<file path="config.mk">
export PLATFORM = sky130hd
export DESIGN_NAME = sine_sample_gen
export DESIGN_NICKNAME = d
export VERILOG_FILES = /design/src/rtl/sine_sample_gen.sv
export SDC_FILE = /design/constraint.sdc
export NUM_CORES = 1
export LEC_CHECK = 0
export ABC_AREA = 1
export CORE_MARGIN = 1.5
export CORE_UTILIZATION = 40
export DETAILED_ROUTE_END_ITERATION = 6
export HOLD_SLACK_MARGIN = 0.06
export SLEW_MARGIN = 20
export SYNTH_ARGS = -nofsm -noshare
export SYNTH_HDL_FRONTEND = slang
export SYNTH_SLANG_ARGS = --single-unit
</file>
<file path="constraint.sdc">
create_clock -name Clk -period 2.52 [get_ports Clk]
set_clock_uncertainty 0.1 [all_clocks]
set_input_delay 0.252 -clock Clk [delete_from_list [all_inputs] [get_ports Clk]]
set_output_delay 0.252 -clock Clk [all_outputs]
set_load 0.03 [all_outputs]
</file>
<file path="src/rtl/sine_sample_gen.sv">
// DDS sine sample source: phase accumulator, quarter-wave LUT and a 3-stage pipeline
// feeding the DAC serializer through a valid/ready hand-off with a sticky overrun flag.
module sine_sample_gen #(
    parameter int DATA_BITS     = 12,
    parameter int PHASE_BITS    = 16,
    parameter int LUT_ADDR_BITS = 6,
    parameter int SAMPLE_DIV    = 2000
) (
    input  logic                  Clk,
    input  logic                  Rst,
    input  logic                  En,
    input  logic [PHASE_BITS-1:0] Phase_inc,
    input  logic                  Ready,
    output logic                  Valid,
    output logic [DATA_BITS-1:0]  DATAOUT,
    output logic                  Overrun
);
    localparam int MAG_BITS  = DATA_BITS - 1;
    localparam int CNT_BITS  = $clog2(SAMPLE_DIV);
    localparam int PHASE_TOP = 2 + LUT_ADDR_BITS;
    localparam logic [CNT_BITS-1:0]  CNT_LAST  = CNT_BITS'(SAMPLE_DIV - 1);
    localparam logic [DATA_BITS-1:0] MID_SCALE = {1'b1, {MAG_BITS{1'b0}}};

    // round(2047 * sin(pi/2 * (i + 0.5) / 64)); the half-step offset keeps the table symmetric.
    localparam int unsigned LUT_ROM [64] = '{
          25,   75,  126,  176,  226,  275,  325,  375,
         424,  473,  522,  570,  618,  666,  713,  760,
         807,  852,  898,  943,  987, 1031, 1074, 1116,
        1158, 1199, 1239, 1279, 1318, 1356, 1393, 1430,
        1465, 1500, 1533, 1566, 1598, 1629, 1659, 1688,
        1716, 1743, 1769, 1793, 1817, 1840, 1861, 1881,
        1901, 1919, 1936, 1951, 1966, 1979, 1992, 2003,
        2012, 2021, 2028, 2035, 2039, 2043, 2046, 2047
    };

    logic [CNT_BITS-1:0]      cnt_q, cnt_d;
    logic [PHASE_BITS-1:0]    phase_acc_q, phase_acc_d;
    logic                     s1_v_q, s1_v_d;
    logic [PHASE_TOP-1:0]     s1_phase_q, s1_phase_d;
    logic                     s2_v_q, s2_v_d;
    logic [1:0]               s2_quad_q, s2_quad_d;
    logic [MAG_BITS-1:0]      s2_mag_q, s2_mag_d;
    logic                     s3_v_q, s3_v_d;
    logic [DATA_BITS-1:0]     s3_sample_q, s3_sample_d;
    logic                     valid_q, valid_d;
    logic [DATA_BITS-1:0]     dataout_q, dataout_d;
    logic                     overrun_q, overrun_d;

    logic                     tick;
    logic [1:0]               quad;
    logic [LUT_ADDR_BITS-1:0] addr;
    logic [LUT_ADDR_BITS-1:0] lut_idx;

    // NOTE: every always_comb output gets a default first so no path can infer a latch.
    always_comb begin
        tick        = En && (cnt_q == CNT_LAST);
        cnt_d       = '0;
        phase_acc_d = '0;
        if (En) begin
            cnt_d       = tick ? '0 : cnt_q + 1'b1;
            phase_acc_d = tick ? phase_acc_q + Phase_inc : phase_acc_q;
        end

        s1_v_d     = tick;
        s1_phase_d = tick ? phase_acc_q[PHASE_BITS-1 -: PHASE_TOP] : s1_phase_q;

        quad      = s1_phase_q[PHASE_TOP-1 -: 2];
        addr      = s1_phase_q[LUT_ADDR_BITS-1:0];
        lut_idx   = quad[0] ? ~addr : addr;
        s2_v_d    = s1_v_q;
        s2_quad_d = quad;
        s2_mag_d  = MAG_BITS'(LUT_ROM[lut_idx]);

        // Lower half is 2047 - mag, i.e. the one's complement of mag with a 0 MSB.
        s3_v_d      = s2_v_q;
        s3_sample_d = s2_quad_q[1] ? {1'b0, ~s2_mag_q} : {1'b1, s2_mag_q};

        valid_d   = valid_q;
        dataout_d = dataout_q;
        overrun_d = overrun_q;
        if (s3_v_q) begin
            valid_d   = 1'b1;
            dataout_d = s3_sample_q;
            overrun_d = overrun_q | (valid_q & ~Ready);
        end else if (valid_q && Ready) begin
            valid_d = 1'b0;
        end
    end

    // NOTE: state registers use non-blocking assignments so every flop samples pre-edge values.
    always_ff @(posedge Clk) begin
        if (Rst) begin
            cnt_q       <= '0;
            phase_acc_q <= '0;
            s1_v_q      <= 1'b0;
            s2_v_q      <= 1'b0;
            s3_v_q      <= 1'b0;
            valid_q     <= 1'b0;
            dataout_q   <= MID_SCALE;
            overrun_q   <= 1'b0;
        end else begin
            cnt_q       <= cnt_d;
            phase_acc_q <= phase_acc_d;
            s1_v_q      <= s1_v_d;
            s2_v_q      <= s2_v_d;
            s3_v_q      <= s3_v_d;
            valid_q     <= valid_d;
            dataout_q   <= dataout_d;
            overrun_q   <= overrun_d;
        end
    end

    // NOTE: pipeline data registers carry no reset; their valid bits decide whether they matter.
    always_ff @(posedge Clk) begin
        s1_phase_q  <= s1_phase_d;
        s2_quad_q   <= s2_quad_d;
        s2_mag_q    <= s2_mag_d;
        s3_sample_q <= s3_sample_d;
    end

    assign Valid   = valid_q;
    assign DATAOUT = dataout_q;
    assign Overrun = overrun_q;

endmodule

</file>
==> flow_results.xml <==
<?xml version="1.0" encoding="UTF-8"?>
<metrics>
  <group name="status">
    <metric name="status" unit="">completed</metric>
  </group>
  <group name="clock_network">
    <metric name="root_buffer" unit="">clkbuf_16</metric>
    <metric name="cts_resized" unit="">0</metric>
    <metric name="clock_latency" unit="ns">0.33</metric>
    <metric name="clock_tree_from_tritoncts" unit="">yes</metric>
    <metric name="cts_hold_buffers" unit="">0</metric>
    <metric name="cts_inserted_buffers" unit="">9</metric>
    <metric name="clock_path_buffers" unit="">2</metric>
    <metric name="cts.repair_timing.setup_buffer_count" unit="">0</metric>
    <metric name="cts-htree-levels" unit="">3</metric>
    <metric name="clock-sinks" unit="">76</metric>
    <metric name="clkSlewWorstSetupHoldPaths" unit="ns">0.06</metric>
  </group>
  <group name="hold_path">
    <metric name="hold_path_depth" unit="">0</metric>
    <metric name="hold_path_class" unit="">flop to flop</metric>
  </group>
  <group name="power_and_ir_drop">
    <metric name="peakVddDrop" unit="uV">417</metric>
    <metric name="power_leakage" unit="nW">2.61</metric>
    <metric name="cellPowerDensity" unit="nW/um^2">485</metric>
  </group>
  <group name="routing">
    <metric name="iteration_0_drc_count_of_the_detailed_router" unit="">197</metric>
    <metric name="number_of_nets_with_antenna_violations_after_routing" unit="">0</metric>
    <metric name="avgViaCountPerCell" unit="">4.92</metric>
    <metric name="drtPass1Iterations" unit="">5</metric>
    <metric name="wl" unit="um">10100</metric>
    <metric name="dr_total_vias" unit="">4044</metric>
    <metric name="avgRoutedWirePerCell" unit="um">12.2</metric>
    <metric name="drc_errors_left" unit="">0</metric>
  </group>
  <group name="synthesis">
    <metric name="post_synth_main_area_contributors" unit="">dfxtp_1 (30%), nand2_1 (15%), inv_1 (7.7%)</metric>
    <metric name="mappedNetlistNets" unit="">685</metric>
    <metric name="yosysUniqueCellTypes" unit="">40</metric>
    <metric name="post_synth_instance_area" unit="um^2">4510</metric>
    <metric name="netlist_instances" unit="">638</metric>
    <metric name="number_of_enable_flip_flop_cells_after_synthesis" unit="">8</metric>
    <metric name="synth_area_per_cell" unit="um^2">7.07</metric>
    <metric name="portion_of_the_post_synthesis_area_used_by_sequential_elements" unit="">0.355</metric>
    <metric name="asyncSetResetFlopFracSynth" unit="">0</metric>
    <metric name="synth_ff_type" unit="">dfxtp_1</metric>
    <metric name="yosysWarnings" unit="">0</metric>
    <metric name="synthMostInstantiatedCell" unit="">nand2_1</metric>
    <metric name="synth_common_cells" unit="">nand2_1 (175), inv_1 (93), dfxtp_1 (68)</metric>
    <metric name="synth_top_area_frac" unit="">0.302</metric>
    <metric name="synth-seq-cells" unit="">76</metric>
    <metric name="synth_area_leader_cell" unit="">dfxtp_1</metric>
  </group>
  <group name="floorplan">
    <metric name="die_height" unit="um">109</metric>
    <metric name="die_width" unit="um">109</metric>
    <metric name="floorplan_row_count" unit="">38</metric>
    <metric name="start_util" unit="">0.413</metric>
    <metric name="i_o_pins" unit="">34</metric>
    <metric name="core" unit="um^2">10900</metric>
    <metric name="design.die.area" unit="um^2">11900</metric>
  </group>
  <group name="cells_and_area">
    <metric name="layout-drive-gt1-share" unit="">0.0733</metric>
    <metric name="areaGrowthSynthToFinish" unit="%">17.6</metric>
    <metric name="finish.cell_count_without_fillers" unit="">822</metric>
    <metric name="final_core_utilization" unit="">0.485</metric>
    <metric name="final_nets" unit="">725</metric>
    <metric name="antenna-diode-count" unit="">0</metric>
    <metric name="n_fill_cell" unit="">1100</metric>
  </group>
  <group name="worst_setup_path">
    <metric name="setup.worst_path.end_class" unit="">flop</metric>
    <metric name="cp_data_arrival_time" unit="ns">2.43</metric>
    <metric name="r2r_cells" unit="">10</metric>
    <metric name="crit_slowest_cell" unit="">edfxtp_1</metric>
    <metric name="cp.required" unit="ns">2.64</metric>
    <metric name="critical_path_buf_inv_count" unit="">3</metric>
    <metric name="worstPathCellList" unit="">xor2_2, inv_1, ha_1, inv_1, nand2_1, nand2_1, a21oi_1, nand2_1, nand2_1, inv_1</metric>
    <metric name="timing.critical_path.depth" unit="">10</metric>
    <metric name="setup.worst_path.class" unit="">flop to flop</metric>
    <metric name="timing.critical_path.fanout_max" unit="">8</metric>
    <metric name="crit_path_frequent_cell" unit="">nand2_1</metric>
    <metric name="critical-path-max-stage-delay" unit="ns">0.49</metric>
    <metric name="start_kind" unit="">flop</metric>
    <metric name="critical-path-top-delay-family" unit="">flip-flops</metric>
  </group>
  <group name="place">
    <metric name="post-place-cells" unit="">807</metric>
    <metric name="dpl.hpwl" unit="um">7500</metric>
    <metric name="gp_congestion" unit="">1.00</metric>
    <metric name="detailedPlace.worstSlack" unit="ns">0.231</metric>
    <metric name="io_buffer_count" unit="">33</metric>
  </group>
  <group name="timing">
    <metric name="worst_slack" unit="ns">0.209</metric>
    <metric name="timing.final.max_slew_violations" unit="">0</metric>
    <metric name="unrepaired_setup_endpoints_after_global_routing" unit="">false</metric>
    <metric name="min_period_over_period" unit="">0.917</metric>
    <metric name="hold_viol" unit="">0</metric>
    <metric name="fin_tns_setup" unit="ns">0</metric>
    <metric name="slew_headroom" unit="">0.598</metric>
    <metric name="finalCriticalPeriod" unit="ns">2.31</metric>
    <metric name="fmax" unit="MHz">433</metric>
    <metric name="setup-violations-final" unit="">0</metric>
    <metric name="worst_slew_pin_slew" unit="ns">0.603</metric>
    <metric name="whs" unit="ns">0.241</metric>
  </group>
  <group name="grt">
    <metric name="gr-usage-met1" unit="">0.219</metric>
    <metric name="met3_usage" unit="">0.0389</metric>
    <metric name="grt_start_max_net_pins" unit="">23</metric>
    <metric name="globalRouteOverflowTotal" unit="">0</metric>
    <metric name="antenna_found_initial" unit="">0</metric>
    <metric name="gr-usage-all-layers" unit="">0.183</metric>
    <metric name="via_count_of_the_first_global_routing_pass" unit="">3891</metric>
    <metric name="use_met2" unit="">0.318</metric>
    <metric name="grt_first_pass_wirelength" unit="um">17300</metric>
    <metric name="top_usage_layer" unit="">met2</metric>
  </group>
  <group name="job">
    <metric name="max_cap_violations" unit="">0</metric>
  </group>
</metrics>
worst register-to-register path, delay by kind of cell, from the launching register on:
kind / cells / cell delay (ns)
buffers and inverters: 3 / 0.35
adders and majority gates: 1 / 0.39
DFF: 1 / 0.49
xor gates and xnor gates: 1 / 0.38
AOI/OAI and AO/OA: 1 / 0.14
and+or+nand+nor: 4 / 0.35
cell usage in the layout, fill, tap and decap left out, types with 4 or more instances in the layout:
master / synthesis / routed
nand2_1: 175 / 175
xnor2_1: 5 / 5
o211ai_1: 10 / 10
dfxtp_1: 68 / 68
clkdlybuf4s50_1: 0 / 33
clkbuf_16: 0 / 9
nand2_2: 5 / 5
o21ai_1: 7 / 7
nor3b_1: 4 / 4
xor2_1: 16 / 16
inv_1: 93 / 93
a21oi_1: 30 / 30
nor3_1: 7 / 7
buf_4: 4 / 12
ha_1: 26 / 26
nand3_1: 52 / 52
o21ai_0: 22 / 22
nor2_1: 59 / 59
o21bai_1: 5 / 5
edfxtp_1: 8 / 8
logic make-up (layout without fill, tap and decap cells):
kind of cell / Yosys count / count (layout) / share of synthesized area
AO/OA/AOI/OAI: 81 / 81 / 0.102
XOR/XNOR: 27 / 27 / 0.0674
adder cells (fa/ha/maj): 27 / 27 / 0.0765
buffers and inverters: 113 / 157 / 0.104
flip-flops: 76 / 76 / 0.355
AND/OR/NAND/NOR: 314 / 314 / 0.296
registers in the layout, summed over array words and instances, names as in the netlist:
signal	count
phase_acc_q	16
DATAOUT	12
s3_sample_q	12
cnt_q	11
s2_mag_q	11
s1_phase_q	8
Overrun	1
Valid	1
s1_v_q	1
s2_quad_q	1
s2_v_q	1
s3_v_q	1
layout make-up:
type	count	area, um^2	area share
clock buffers	9	225	0.0424
clock inverters	6	62.6	0.0118
inverters	96	360	0.0679
multi-input cells	449	2440	0.460
flip-flops and latches	76	1600	0.302
well taps	140	175	0.0330
repair buffers	46	440	0.0830
metal layers:
layer | routed length [um] | vias up
met5 | 0 | -
met4 | 274 | 0
met3 | 506 | 31
met2 | 4830 | 121
met1 | 4440 | 1797
li1 | - | 2095
through the flow:
| step | area [um^2] | power, mW |
|---|---|---|
| after floorplan | 4510 | 1.30 |
| after global placement | 5020 | 1.35 |
| after detailed placement | 5020 | 1.35 |
| after CTS | 5310 | 2.61 |
| after global routing | 5310 | 2.68 |
| final | 5310 | 2.58 |
power by group:
group          leakage (nW)  internal, mW  total, mW  switching, mW
clock network         0.142         0.761       1.25          0.493
registers             0.639          1.22       1.22        0.00102
logic                  1.83        0.0487     0.0995         0.0508
path summary, 6_finish.rpt:
check | startpoint | end | slack, ns
worst min register to register | s1_phase_q[7] | s2_quad_q[1] | 0.24
worst max-delay path | s1_phase_q[6] | s2_mag_q[1] | 0.21
worst min-delay path | s1_phase_q[7] | s2_quad_q[1] | 0.24
worst max register to register | s1_phase_q[6] | s2_mag_q[1] | 0.21
Note: power is estimated with default switching activity, not from simulation.
